[src/rtl/pipe_reg_skid.sv]
// IF/ID pipeline register with valid/ready handshake and a 2-entry skid buffer.
// Carries {pc, instr} from fetch to decode, with flush, start gating and NOP bubbles.
//
// Ports:
//   clk_i        rising-edge clock
//   rst_i        asynchronous reset, active-low
//   start_i      0 holds the block empty (synchronous clear), 1 runs
//   flush_i      synchronous flush, discards all stored entries
//   in_valid_i   fetch presents {pc_i, instr_i}
//   in_ready_o   block can accept this cycle
//   pc_i         fetched pc
//   instr_i      fetched instruction
//   out_valid_o  {pc_o, instr_o} valid to decode
//   out_ready_i  decode consumes this cycle
//   pc_o         pc to decode (0 when not valid)
//   instr_o      instruction to decode (NOP_INSTR when not valid)
//   count_o      occupancy 0..2
module pipe_reg_skid #(
  parameter int unsigned PC_W    = 32,
  parameter int unsigned INSTR_W = 32,
  parameter logic [INSTR_W-1:0] NOP_INSTR =
    INSTR_W'(32'h00000013)
) (
  input  logic               clk_i,
  input  logic               rst_i,
  input  logic               start_i,
  input  logic               flush_i,
  input  logic               in_valid_i,
  output logic               in_ready_o,
  input  logic [PC_W-1:0]    pc_i,
  input  logic [INSTR_W-1:0] instr_i,
  output logic               out_valid_o,
  input  logic               out_ready_i,
  output logic [PC_W-1:0]    pc_o,
  output logic [INSTR_W-1:0] instr_o,
  output logic [1:0]         count_o
);

  localparam logic [1:0] EMPTY = 2'd0;
  localparam logic [1:0] ONE   = 2'd1;
  localparam logic [1:0] TWO   = 2'd2;

  logic [1:0]         state_q, state_d;
  logic [PC_W-1:0]    main_pc_q, main_pc_d;
  logic [INSTR_W-1:0] main_instr_q, main_instr_d;
  logic [PC_W-1:0]    skid_pc_q, skid_pc_d;
  logic [INSTR_W-1:0] skid_instr_q, skid_instr_d;

  logic acc;
  logic deq;

  // Ready depends only on state and start; reset level
  // keeps it low while the block is held in reset.
  assign in_ready_o  = rst_i & start_i & (state_q != TWO);
  assign out_valid_o = (state_q != EMPTY);
  assign count_o     = state_q;

  // Bubble values whenever nothing valid is presented.
  assign pc_o    = out_valid_o ? main_pc_q : '0;
  assign instr_o = out_valid_o ? main_instr_q : NOP_INSTR;

  assign acc = in_valid_i & in_ready_o;
  assign deq = out_valid_o & out_ready_i;

  always_comb begin
    state_d      = state_q;
    main_pc_d    = main_pc_q;
    main_instr_d = main_instr_q;
    skid_pc_d    = skid_pc_q;
    skid_instr_d = skid_instr_q;

    if (!start_i || flush_i) begin
      // Any same-cycle acc/deq is dropped.
      state_d = EMPTY;
    end else begin
      unique case (state_q)
        EMPTY: begin
          if (acc) begin
            state_d      = ONE;
            main_pc_d    = pc_i;
            main_instr_d = instr_i;
          end
        end
        ONE: begin
          if (acc && deq) begin
            main_pc_d    = pc_i;
            main_instr_d = instr_i;
          end else if (acc) begin
            state_d      = TWO;
            skid_pc_d    = pc_i;
            skid_instr_d = instr_i;
          end else if (deq) begin
            state_d = EMPTY;
          end
        end
        TWO: begin
          // Skid refills main so order is preserved.
          if (deq) begin
            state_d      = ONE;
            main_pc_d    = skid_pc_q;
            main_instr_d = skid_instr_q;
          end
        end
        default: begin
          state_d = EMPTY;
        end
      endcase
    end
  end

  always_ff @(posedge clk_i or negedge rst_i) begin
    if (!rst_i) begin
      state_q      <= EMPTY;
      main_pc_q    <= '0;
      main_instr_q <= NOP_INSTR;
      skid_pc_q    <= '0;
      skid_instr_q <= NOP_INSTR;
    end else begin
      state_q      <= state_d;
      main_pc_q    <= main_pc_d;
      main_instr_q <= main_instr_d;
      skid_pc_q    <= skid_pc_d;
      skid_instr_q <= skid_instr_d;
    end
  end

endmodule

[config.mk]
export PLATFORM = sky130hd
export DESIGN_NAME = pipe_reg_skid
export DESIGN_NICKNAME = d
export VERILOG_FILES = /design/src/rtl/pipe_reg_skid.sv
export SDC_FILE = /design/constraint.sdc
export NUM_CORES = 1
export LEC_CHECK = 0
export ABC_AREA = 0
export BUFFER_PORTS_ARGS = -buffer_cell sky130_fd_sc_hd__buf_2
export CAP_MARGIN = 20
export CORE_ASPECT_RATIO = 2
export CORE_MARGIN = 2
export CORE_UTILIZATION = 40
export CTS_CLUSTER_DIAMETER = 60
export CTS_CLUSTER_SIZE = 20
export DETAILED_ROUTE_END_ITERATION = 8
export GPL_ROUTABILITY_DRIVEN = 0
export GPL_TIMING_DRIVEN = 0
export PLACE_DENSITY = 0.6
export SLEW_MARGIN = 25
export SYNTH_ARGS = -nofsm -noshare
export SYNTH_HDL_FRONTEND = slang
export SYNTH_SLANG_ARGS = --single-unit
[constraint.sdc]
create_clock -name clk_i -period 1.7 [get_ports clk_i]
set_input_delay 0.17 -clock clk_i [delete_from_list [all_inputs] [get_ports clk_i]]
set_output_delay 0.17 -clock clk_i [all_outputs]
set_load 0.01 [all_outputs]
==> run summary, run 1 <==
### Placement
- **post-place instance area** 7100 um2
- **input/output buffers** 137
- **detailed placement HPWL** 8400 um
- **Post-Place Setup Slack** -0.969 ns

### Logic synthesis
- **net count after synthesis** 502
- **number of distinct library cell variants in the gate-level netlist after synthesis** 24
- **Post-Synthesis Cells** 432
- **Synthesis Warnings** 0
- **number of flip-flops and latches in the synthesized netlist** 130
- **sequential share of the synthesized area** 53.2%
- **cells taking the most area after synthesis** sky130_fd_sc_hd__dfrtp_1, sky130_fd_sc_hd__mux2_2, sky130_fd_sc_hd__nor2b_1, sky130_fd_sc_hd__dfstp_2, sky130_fd_sc_hd__buf_6
- **fraction of registers with async set or reset after synthesis** 100%
- **commonest cells in the netlist** sky130_fd_sc_hd__mux2_2, sky130_fd_sc_hd__dfrtp_1, sky130_fd_sc_hd__nor2b_1
- **commonest register cell after synthesis** sky130_fd_sc_hd__dfrtp_1
- **Mapped Area** 6130 um2
- **area share of the leading cell type in the synthesized netlist** 50.6%
- **most used standard cell by instance count after synthesis** sky130_fd_sc_hd__mux2_2
- **largest area contributor in the synthesized netlist** sky130_fd_sc_hd__dfrtp_1
- **synthesized area divided by synthesized cell count** 14.2 um2
- **number of enable-type register cells in the synthesized netlist** 0

### GRT
- **global-route usage over all layers** 16.8%
- **maximum number of pins on one net before global-route repair** 57
- **initial antenna violation count** 0
- **wire length of the first global-routing pass** 21,500 um
- **total global routing overflow** 0
- **number of global-route vias before repair** 4,350

### Worst hold path
- **class of the tightest hold or removal check** input port to asynchronous set/reset pin

### Critical path
- **reg2reg path depth** 5
- **endpoint kind of the worst setup timing path** register
- **Worst path max stage delay** 0.43 ns
- **most frequent cell on the critical path** sky130_fd_sc_hd__buf_6
- **crit path launch** count_o[0]
- **CP Cell Sequence** and2b_2, o32ai_4, buf_6, buf_6, mux2_2
- **Max FO, Critical Path** 10
- **worst r2r src** count_o[0]
- **Critical-path top delay cell** sky130_fd_sc_hd__dfrtp_2
- **R2R setup slack** -0.08 ns
- **Crit. path cell count** 5
- **element type at the critical path start** register
- **Reg-to-Reg End** main_instr_q[29]
- **CP top delay family** flip-flops
- **required time reported for the critical path endpoint** 1.99 ns
- **arrival time of data at the critical path endpoint** 2.07 ns
- **Buf+Inv Stages, Crit Path** 2
- **capture point of the worst path** main_instr_q[29]
- **classification of the worst setup path** register to register

### Power and ir drop
- **Internal** 6.49 mW
- **Net Switching** 1.82 mW
- **Static Leak** 4.18 nW
- **clock network power share** 42.2%
- **proportion of total power due to net switching** 21.9%
- **part of the power in registers** 44.6%
- **power share of the combinational group** 13.2%
- **Cell Pwr Density** 959 nW/um2
- **Max IR drop VDD** 0.717 mV

### Final layout
- **fraction of layout cells with a size suffix above 1** 62.4%
- **cell area after layout** 8660 um2
- **fill count** 1,297
- **number of nets in the layout** 723
- **antenna cell count** 0
- **synthesis-to-layout area growth** 41.3%

### STA
- **setup repair after global routing missed its margin** yes
- **relative slew slack** 66.3%
- **final-report hold violation count** 54
- **Post-Route Hold Slack** -0.368 ns
- **final clock skew** 0.0103 ns
- **Worst Setup Slack, final** -0.0804 ns
- **highest clock rate** 562 MHz
- **fin crit share** 105%
- **final max-slew violation count** 0
- **final count of negative-setup-slack endpoints** 117
- **transition time at the pin with the least slew margin** 0.504 ns
- **Min Clock Period, post-route** 1.78 ns

### Routing
- **Via Count** 4,124
- **Routed WL per cell** 15.6 um
- **number of DRC markers in iteration 0** 75
- **Routed Antenna Nets** 0
- **Via density** 4.78
- **detailed-route wire length** 13,500 um
- **drt drc** 0
- **TritonRoute pass-1 iters** 4

### Clocking
- **CTS max path bufs** 2
- **CTS tree** done
- **buffer type at the clock tree root** sky130_fd_sc_hd__clkbuf_16
- **number of buffers created by CTS** 17
- **CTS HTree Levels** 4
- **worst skew pair latency** 0.41 ns
- **clock slew at the register clock pins of the worst setup and hold paths** 0.06 ns
- **clock sink total** 130

### Floorplanning
- **area of the core** 15,100 um2
- **site row count** 64
- **initial cell density of the core** 40.5%
- **Die Width** 91.5 um
- **Ports** 138
- **die height** 179 um
- **die area** 16,400 um2

### Job
- **Max-cap violations** 0

### Run status
- **outcome** complete, but fails checks
- **failing checks** hold timing, setup timing

## per-stage QoR
step / TNS, ns / power [mW] / hold WS (ns) / instances / utilization, %
after CTS: -6.88 / 8.33 / -0.310 / 858 / 55.6
after global placement: -556.66 / 4.58 / 0.394 / 767 / 46.7
after global routing: -13.39 / 8.72 / -0.354 / 863 / 57.2
after detailed placement: -114.06 / 4.63 / 0.122 / 768 / 46.9
final: -6.02 / 8.31 / -0.368 / 863 / 57.2
after floorplan: -7.62 / 4.29 / -0.126 / 432 / -
## registers in the layout, summed over array words and instances (netlist names)
| signal | cells |
|---|---|
| count_o | 2 |
| main_instr_q | 32 |
| main_pc_q | 32 |
| skid_instr_q | 32 |
| skid_pc_q | 32 |
## power groups by stage
stage	combinational, mW	clock [mW]	sequential, mW
CTS	1.00	3.63	3.69
detailed placement	0.879	0	3.75
global placement	0.849	0	3.73
global route	1.20	3.76	3.76
finish	1.10	3.51	3.70
floorplan	0.600	0	3.69
## per-layer routing
metal | up-vias | wire [um] | share of wire, % | global-route usage (%)
li1 | 1961 | - | - | -
met1 | 2046 | 6390 | 47 | 21.9
met2 | 108 | 6360 | 47 | 27.1
met3 | 9 | 589 | 4.4 | 3.70
met4 | 0 | 164 | 1.2 | 6.63
met5 | - | 0 | 0 | 0
## cell type report
type,count,area (um2),share of cell area (%)
inverter,1,3.75,0.0433
sequential,130,3260,37.7
tap,198,248,2.86
clock inverter,11,113,1.30
clock buffer,20,457,5.27
timing repair buffer,202,1420,16.4
multi-input combinational,274,2810,32.5
buffer,27,345,3.99
## cells in the final DEF, fill, tap and decap left out, types with 3 or more instances in the layout
cell                            instances
sky130_fd_sc_hd__dlygate4sd3_1         53
sky130_fd_sc_hd__buf_6                 17
sky130_fd_sc_hd__buf_2                134
sky130_fd_sc_hd__buf_8                  4
sky130_fd_sc_hd__dfrtp_1              122
sky130_fd_sc_hd__nor2b_1               61
sky130_fd_sc_hd__clkinvlp_4             3
sky130_fd_sc_hd__dfstp_2                6
sky130_fd_sc_hd__mux2_4                24
sky130_fd_sc_hd__buf_12                 4
sky130_fd_sc_hd__clkbuf_8               6
sky130_fd_sc_hd__clkinv_2               6
sky130_fd_sc_hd__clkbuf_16             19
sky130_fd_sc_hd__mux2_2               168
sky130_fd_sc_hd__buf_4                  9
## how the worst min path moves through the flow
| stage | startpoint | endpoint | slack (ns) |
|---|---|---|---|
| floorplan | rst_i | count_o[0] | -0.13 |
| global placement | out_ready_i | count_o[1] | 0.39 |
| detailed placement | rst_i | skid_instr_q[9] | 0.12 |
| CTS | rst_i | skid_instr_q[9] | -0.31 |
| global route | rst_i | skid_instr_q[9] | -0.35 |
| finish | rst_i | skid_instr_q[9] | -0.37 |
## logic make-up after synthesis
family / Yosys count / synth area share, %
flip-flops: 130 / 53.2
buffers and inverters: 28 / 2.69
AND/OR/NAND/NOR: 77 / 7.94
AO/OA/AOI/OAI: 4 / 0.755
multiplexers: 193 / 35.4
## timing repair
action / 4_1_cts / 5_1_grt
pin swaps: 1 / 0
setup buffers: 6 / 2
cloned: 1 / 1
endpoints found under the setup margin: 189 / 179
resized for setup: 46 / 47
hold buffers: 52 / 2
hold endpoints to repair: 105 / 63
Power figures use the tool's default switching activity.
==> run 2, diff against run 1 <==
- PLACE_DENSITY: 0.6 -> 0.71
==> run 2 against run 1 <==
  * Sequential share of layout area rose by 0.51 points
  * Hold slack improved by 0.070 ns
  * The flow still finishes with violations (hold timing, setup timing)
  * First-iteration DRC count rose by 28%
==> run summary, run 2 (synthesized netlist as in run 1, its figures left out) <==
### Routing
- **Routed Antenna Nets** 0
- **number of DRC markers in iteration 0** 96
- **Via Count** 4,094
- **Routed WL per cell** 15.7 um
- **detailed-route wire length** 13,400 um
- **drt drc** 0
- **TritonRoute pass-1 iters** 4
- **Via density** 4.81

### STA
- **relative slew slack** 67.2%
- **Post-Route Hold Slack** -0.298 ns
- **setup repair after global routing missed its margin** yes
- **final clock skew** 0.00593 ns
- **final count of negative-setup-slack endpoints** 114
- **fin crit share** 105%
- **final-report hold violation count** 55
- **final max-slew violation count** 0
- **Worst Setup Slack, final** -0.0793 ns
- **transition time at the pin with the least slew margin** 0.492 ns
- **Min Clock Period, post-route** 1.78 ns
- **highest clock rate** 562 MHz

### Final layout
- **number of nets in the layout** 711
- **core occupancy in the finished layout** 56.5%
- **antenna cell count** 0
- **fraction of layout cells with a size suffix above 1** 63.3%
- **most frequent standard cell in the layout excluding fill and tap cells** sky130_fd_sc_hd__mux2_2
- **commonest cells after routing, fill and taps aside** sky130_fd_sc_hd__mux2_2, sky130_fd_sc_hd__buf_2, sky130_fd_sc_hd__dfrtp_1, sky130_fd_sc_hd__nor2b_1, sky130_fd_sc_hd__dlygate4sd3_1
- **synthesis-to-layout area growth** 39.4%

### Clocking
- **Hold Buf Count CTS** 42
- **CTS tree** done
- **clock slew at the register clock pins of the worst setup and hold paths** 0.06 ns
- **CTS max path bufs** 2
- **clock sink total** 130
- **number of buffers created by CTS** 17
- **CTS HTree Levels** 4
- **buffer type at the clock tree root** sky130_fd_sc_hd__clkbuf_16
- **worst skew pair latency** 0.40 ns

### Power and ir drop
- **overall power consumption** 8.56 mW
- **part of the power in registers** 43.4%
- **Max IR drop VDD** 0.778 mV
- **Static Leak** 4.10 nW
- **proportion of total power due to net switching** 22.0%
- **Cell Pwr Density** 1000 nW/um2
- **Internal** 6.67 mW
- **Net Switching** 1.88 mW
- **clock network power share** 44.2%
- **power share of the combinational group** 12.4%

### Floorplanning
- **initial cell density of the core** 40.5%
- **site row count** 64
- **Ports** 138
- **die area** 16,400 um2
- **Die Width** 91.5 um
- **area of the core** 15,100 um2
- **die height** 179 um

### Critical path
- **Worst path max stage delay** 0.45 ns
- **Reg-to-Reg End** main_instr_q[2]
- **classification of the worst setup path** register to register
- **reg2reg path depth** 5
- **Critical-path top delay cell** sky130_fd_sc_hd__dfrtp_2
- **arrival time of data at the critical path endpoint** 2.06 ns
- **crit path launch** count_o[0]
- **Buf+Inv Stages, Crit Path** 2
- **worst r2r src** count_o[0]
- **R2R setup slack** -0.08 ns
- **Max FO, Critical Path** 10
- **endpoint kind of the worst setup timing path** register
- **required time reported for the critical path endpoint** 1.99 ns
- **CP top delay family** flip-flops
- **CP Cell Sequence** and2b_2, o32ai_4, buf_6, buf_8, mux2_2
- **element type at the critical path start** register

### Job
- **Max-cap violations** 0

### GRT
- **initial antenna violation count** 0
- **total global routing overflow** 0
- **wire length of the first global-routing pass** 21,700 um
- **number of global-route vias before repair** 4,364
- **global-route usage over all layers** 16.7%
- **maximum number of pins on one net before global-route repair** 71

### Run status
- **failing checks** hold timing, setup timing
- **outcome** complete, but fails checks

### Placement
- **detailed placement HPWL** 8500 um
- **input/output buffers** 137

### Worst hold path
- **class of the tightest hold or removal check** input port to asynchronous set/reset pin

run 2: changes by cell type in the layout (fill, tap and decap cells not counted), sizes merged:
cell	before	now
bufbuf	1	0
bufinv	2	3
clkbuf	26	27
clkinv	6	1
clkinvlp	3	6
dlygate4sd3	53	42
inv	1	2
run 2: power by group through the flow:
| stage | Clock, mW | Combinational, mW | Sequential, mW |
|---|---|---|---|
| CTS | 3.90 | 0.979 | 3.71 |
| detailed placement | 0 | 0.881 | 3.76 |
| global placement | 0 | 0.838 | 3.73 |
| floorplan | 0 | 0.600 | 3.69 |
| finish | 3.78 | 1.06 | 3.72 |
| global route | 4.03 | 1.16 | 3.77 |
run 2: per-stage QoR:
stage,cells,setup TNS (ns),setup slack [ns],cell area (um2)
4_1_cts,850,-4.57,-0.0587,8360
3_5_place_dp,768,-67.46,-0.591,7100
6_report,852,-5.13,-0.0793,8550
2_1_floorplan,432,-7.62,-0.131,6130
5_1_grt,852,-14.43,-0.154,8550
3_3_place_gp,767,-515.51,-2.72,7070
run 2: timing repair:
item	CTS	global route
hold endpoints to repair	97	55
setup endpoints to repair	189	183
pin swaps	1	0
gates cloned	0	1
gates resized for setup	51	42
setup buffers	8	1
run 2: layer usage:
| metal | up-vias | track usage, % | part of all wire, % |
|---|---|---|---|
| met5 | - | 0 | 0 |
| met4 | 0 | 4.73 | 0.93 |
| met3 | 12 | 4.71 | 5.5 |
| met2 | 131 | 26.9 | 47 |
| met1 | 2021 | 22.0 | 46 |
| li1 | 1930 | - | - |
run 2: worst max-delay path by stage:
stage                        to  cells past startpoint  slack, ns
2_1_floorplan  main_instr_q[15]                      4      -0.13
3_3_place_gp    main_instr_q[2]                      5      -2.72
3_5_place_dp      main_pc_q[19]                      5      -0.59
4_1_cts            main_pc_q[6]                      5      -0.06
5_1_grt           main_pc_q[19]                      5      -0.15
6_report        main_instr_q[2]                      5      -0.08
run 2: layout make-up:
| class | instances | area, um2 |
|---|---|---|
| plain buffers | 27 | 357 |
| clock buffers | 21 | 470 |
| clock inverters | 11 | 153 |
| fillers | 1286 | 6590 |
| inverters | 1 | 3.75 |
| multi-input cells | 274 | 2810 |
| flip-flops and latches | 130 | 3260 |
| well taps | 198 | 248 |
| repair buffers | 190 | 1250 |
==> run 3, diff against run 2 <==
- CORE_MARGIN: 2 -> not set
- PLACE_DENSITY: 0.71 -> not set
==> run 3 against run 2 <==
  * The flow finishes with violations (setup timing)
  * Wire length up 8.5%
  * Hold slack better by 0.31 ns
  * Sequential power about the same
  * Combinational power up 13%
  * Core utilization up 2.5 points
  * Die area down 3.3%
  * Register-to-register slack about the same
==> run summary, run 3 (synthesized netlist as in run 1, its figures left out) <==
### Floorplanning
- **die height** 177 um
- **area of the core** 14,900 um2
- **site row count** 63
- **initial cell density of the core** 41.2%
- **die area** 15,900 um2
- **Die Width** 89.5 um
- **Ports** 138

### Power and ir drop
- **power share of the combinational group** 13.8%
- **Static Leak** 4.28 nW
- **Internal** 6.76 mW
- **part of the power in registers** 43.1%
- **Max IR drop VDD** 0.739 mV
- **proportion of total power due to net switching** 21.8%
- **Net Switching** 1.88 mW
- **Cell Pwr Density** 984 nW/um2
- **clock network power share** 43.1%

### Clocking
- **CTS HTree Levels** 4
- **CTS tree** done
- **CTS max path bufs** 2
- **worst skew pair latency** 0.41 ns
- **clock slew at the register clock pins of the worst setup and hold paths** 0.05 ns
- **buffer type at the clock tree root** sky130_fd_sc_hd__clkbuf_16
- **clock sink total** 130
- **number of buffers created by CTS** 17

### Critical path
- **arrival time of data at the critical path endpoint** 2.07 ns
- **endpoint kind of the worst setup timing path** register
- **worst r2r src** count_o[1]
- **R2R setup slack** -0.08 ns
- **reg2reg path depth** 5
- **element type at the critical path start** register
- **capture point of the worst path** main_instr_q[29]
- **Max FO, Critical Path** 10
- **crit path launch** count_o[1]
- **Reg-to-Reg End** main_instr_q[29]
- **required time reported for the critical path endpoint** 1.99 ns
- **classification of the worst setup path** register to register

### STA
- **relative slew slack** 67.7%
- **final-report hold violation count** 0
- **fin crit share** 105%
- **transition time at the pin with the least slew margin** 0.485 ns
- **final max-slew violation count** 0
- **Min Clock Period, post-route** 1.78 ns
- **setup repair after global routing missed its margin** yes
- **final clock skew** 0.00770 ns
- **Worst Setup Slack, final** -0.0779 ns
- **final count of negative-setup-slack endpoints** 117
- **highest clock rate** 562 MHz

### Routing
- **number of DRC markers in iteration 0** 119
- **Routed WL per cell** 17.1 um
- **Via Count** 4,158
- **Via density** 4.89
- **detailed-route wire length** 14,500 um
- **drt drc** 0
- **Routed Antenna Nets** 0
- **TritonRoute pass-1 iters** 4

### GRT
- **wire length of the first global-routing pass** 23,000 um
- **total global routing overflow** 0
- **global-route usage over all layers** 19.6%
- **number of global-route vias before repair** 4,584
- **initial antenna violation count** 0
- **maximum number of pins on one net before global-route repair** 93

### Run status
- **outcome** complete, but fails checks
- **failing checks** setup timing

### Final layout
- **antenna cell count** 0
- **synthesis-to-layout area growth** 43.4%
- **commonest cells after routing, fill and taps aside** sky130_fd_sc_hd__mux2_2, sky130_fd_sc_hd__buf_2, sky130_fd_sc_hd__dfrtp_1, sky130_fd_sc_hd__nor2b_1, sky130_fd_sc_hd__mux2_4
- **number of nets in the layout** 713
- **core occupancy in the finished layout** 59.0%
- **most frequent standard cell in the layout excluding fill and tap cells** sky130_fd_sc_hd__mux2_2
- **fraction of layout cells with a size suffix above 1** 64.9%
- **post-route insts no fill** 851

### Job
- **Max-cap violations** 0

### Placement
- **detailed placement HPWL** 9610 um
- **input/output buffers** 137
- **placed cell count** 765

### Worst hold path
- **class of the tightest hold or removal check** input port to register

## run 3: routing by layer
layer / track usage [%] / wire [um]
met1: 21.3 / 5570
met2: 35.7 / 8320
met3: 4.48 / 432
met4: 7.41 / 219
met5: 0 / 0
## run 3: how the worst min path moves through the flow
stage / startpoint / end / slack (ns) / depth (start not counted)
after detailed placement: rst_i / main_pc_q[9] / 0.08 / 1
after CTS: instr_i[9] / skid_instr_q[9] / 0.0003 / 2
after floorplan: rst_i / count_o[0] / -0.13 / 0
after global placement: out_ready_i / count_o[1] / 0.40 / 2
after global routing: instr_i[11] / skid_instr_q[11] / 0.003 / 2
final: pc_i[25] / skid_pc_q[25] / 0.01 / 2
## run 3: critical path: stages (launching register included)
cell	delay, ns
sky130_fd_sc_hd__dfrtp_2	0.46
sky130_fd_sc_hd__nand4b_1	0.24
sky130_fd_sc_hd__o32ai_4	0.27
sky130_fd_sc_hd__buf_12	0.20
sky130_fd_sc_hd__buf_12	0.15
sky130_fd_sc_hd__mux2_2	0.33
## run 3: repair_timing
item	4_1_cts	5_1_grt
hold endpoints to repair	76	0
pin swaps	1	0
buffers inserted	6	6
hold buffers	40	0
cloned	2	0
setup endpoints to repair	189	142
gates resized for setup	101	40
## run 3: power by group through the flow
stage	sequential (mW)	combinational [mW]	clock, mW
after detailed placement	3.76	0.893	0
after CTS	3.72	1.11	3.81
after global routing	3.78	1.30	3.95
final	3.73	1.20	3.73
after floorplan	3.69	0.600	0
after global placement	3.74	0.840	0
## run 3: through the flow
stage	area, um2	worst slack [ns]	TNS, ns	hold WS (ns)	power [mW]
floorplan	6130	-0.131	-7.62	-0.126	4.29
global placement	7060	-2.65	-485.77	0.400	4.58
detailed placement	7100	-0.493	-54.27	0.0776	4.66
CTS	8610	-0.0770	-6.05	0.000258	8.64
global route	8790	-0.130	-12.15	0.00269	9.02
finish	8790	-0.0779	-5.51	0.0149	8.65
## run 3: area by class of cell
cell class / count / area, um2
buffer: 27 / 443
clock buffer: 22 / 474
clock inverter: 10 / 131
fill: 1224 / 6110
inverter: 1 / 3.75
multi-input combinational: 274 / 2950
sequential: 130 / 3260
tap: 195 / 244
timing repair buffer: 192 / 1280
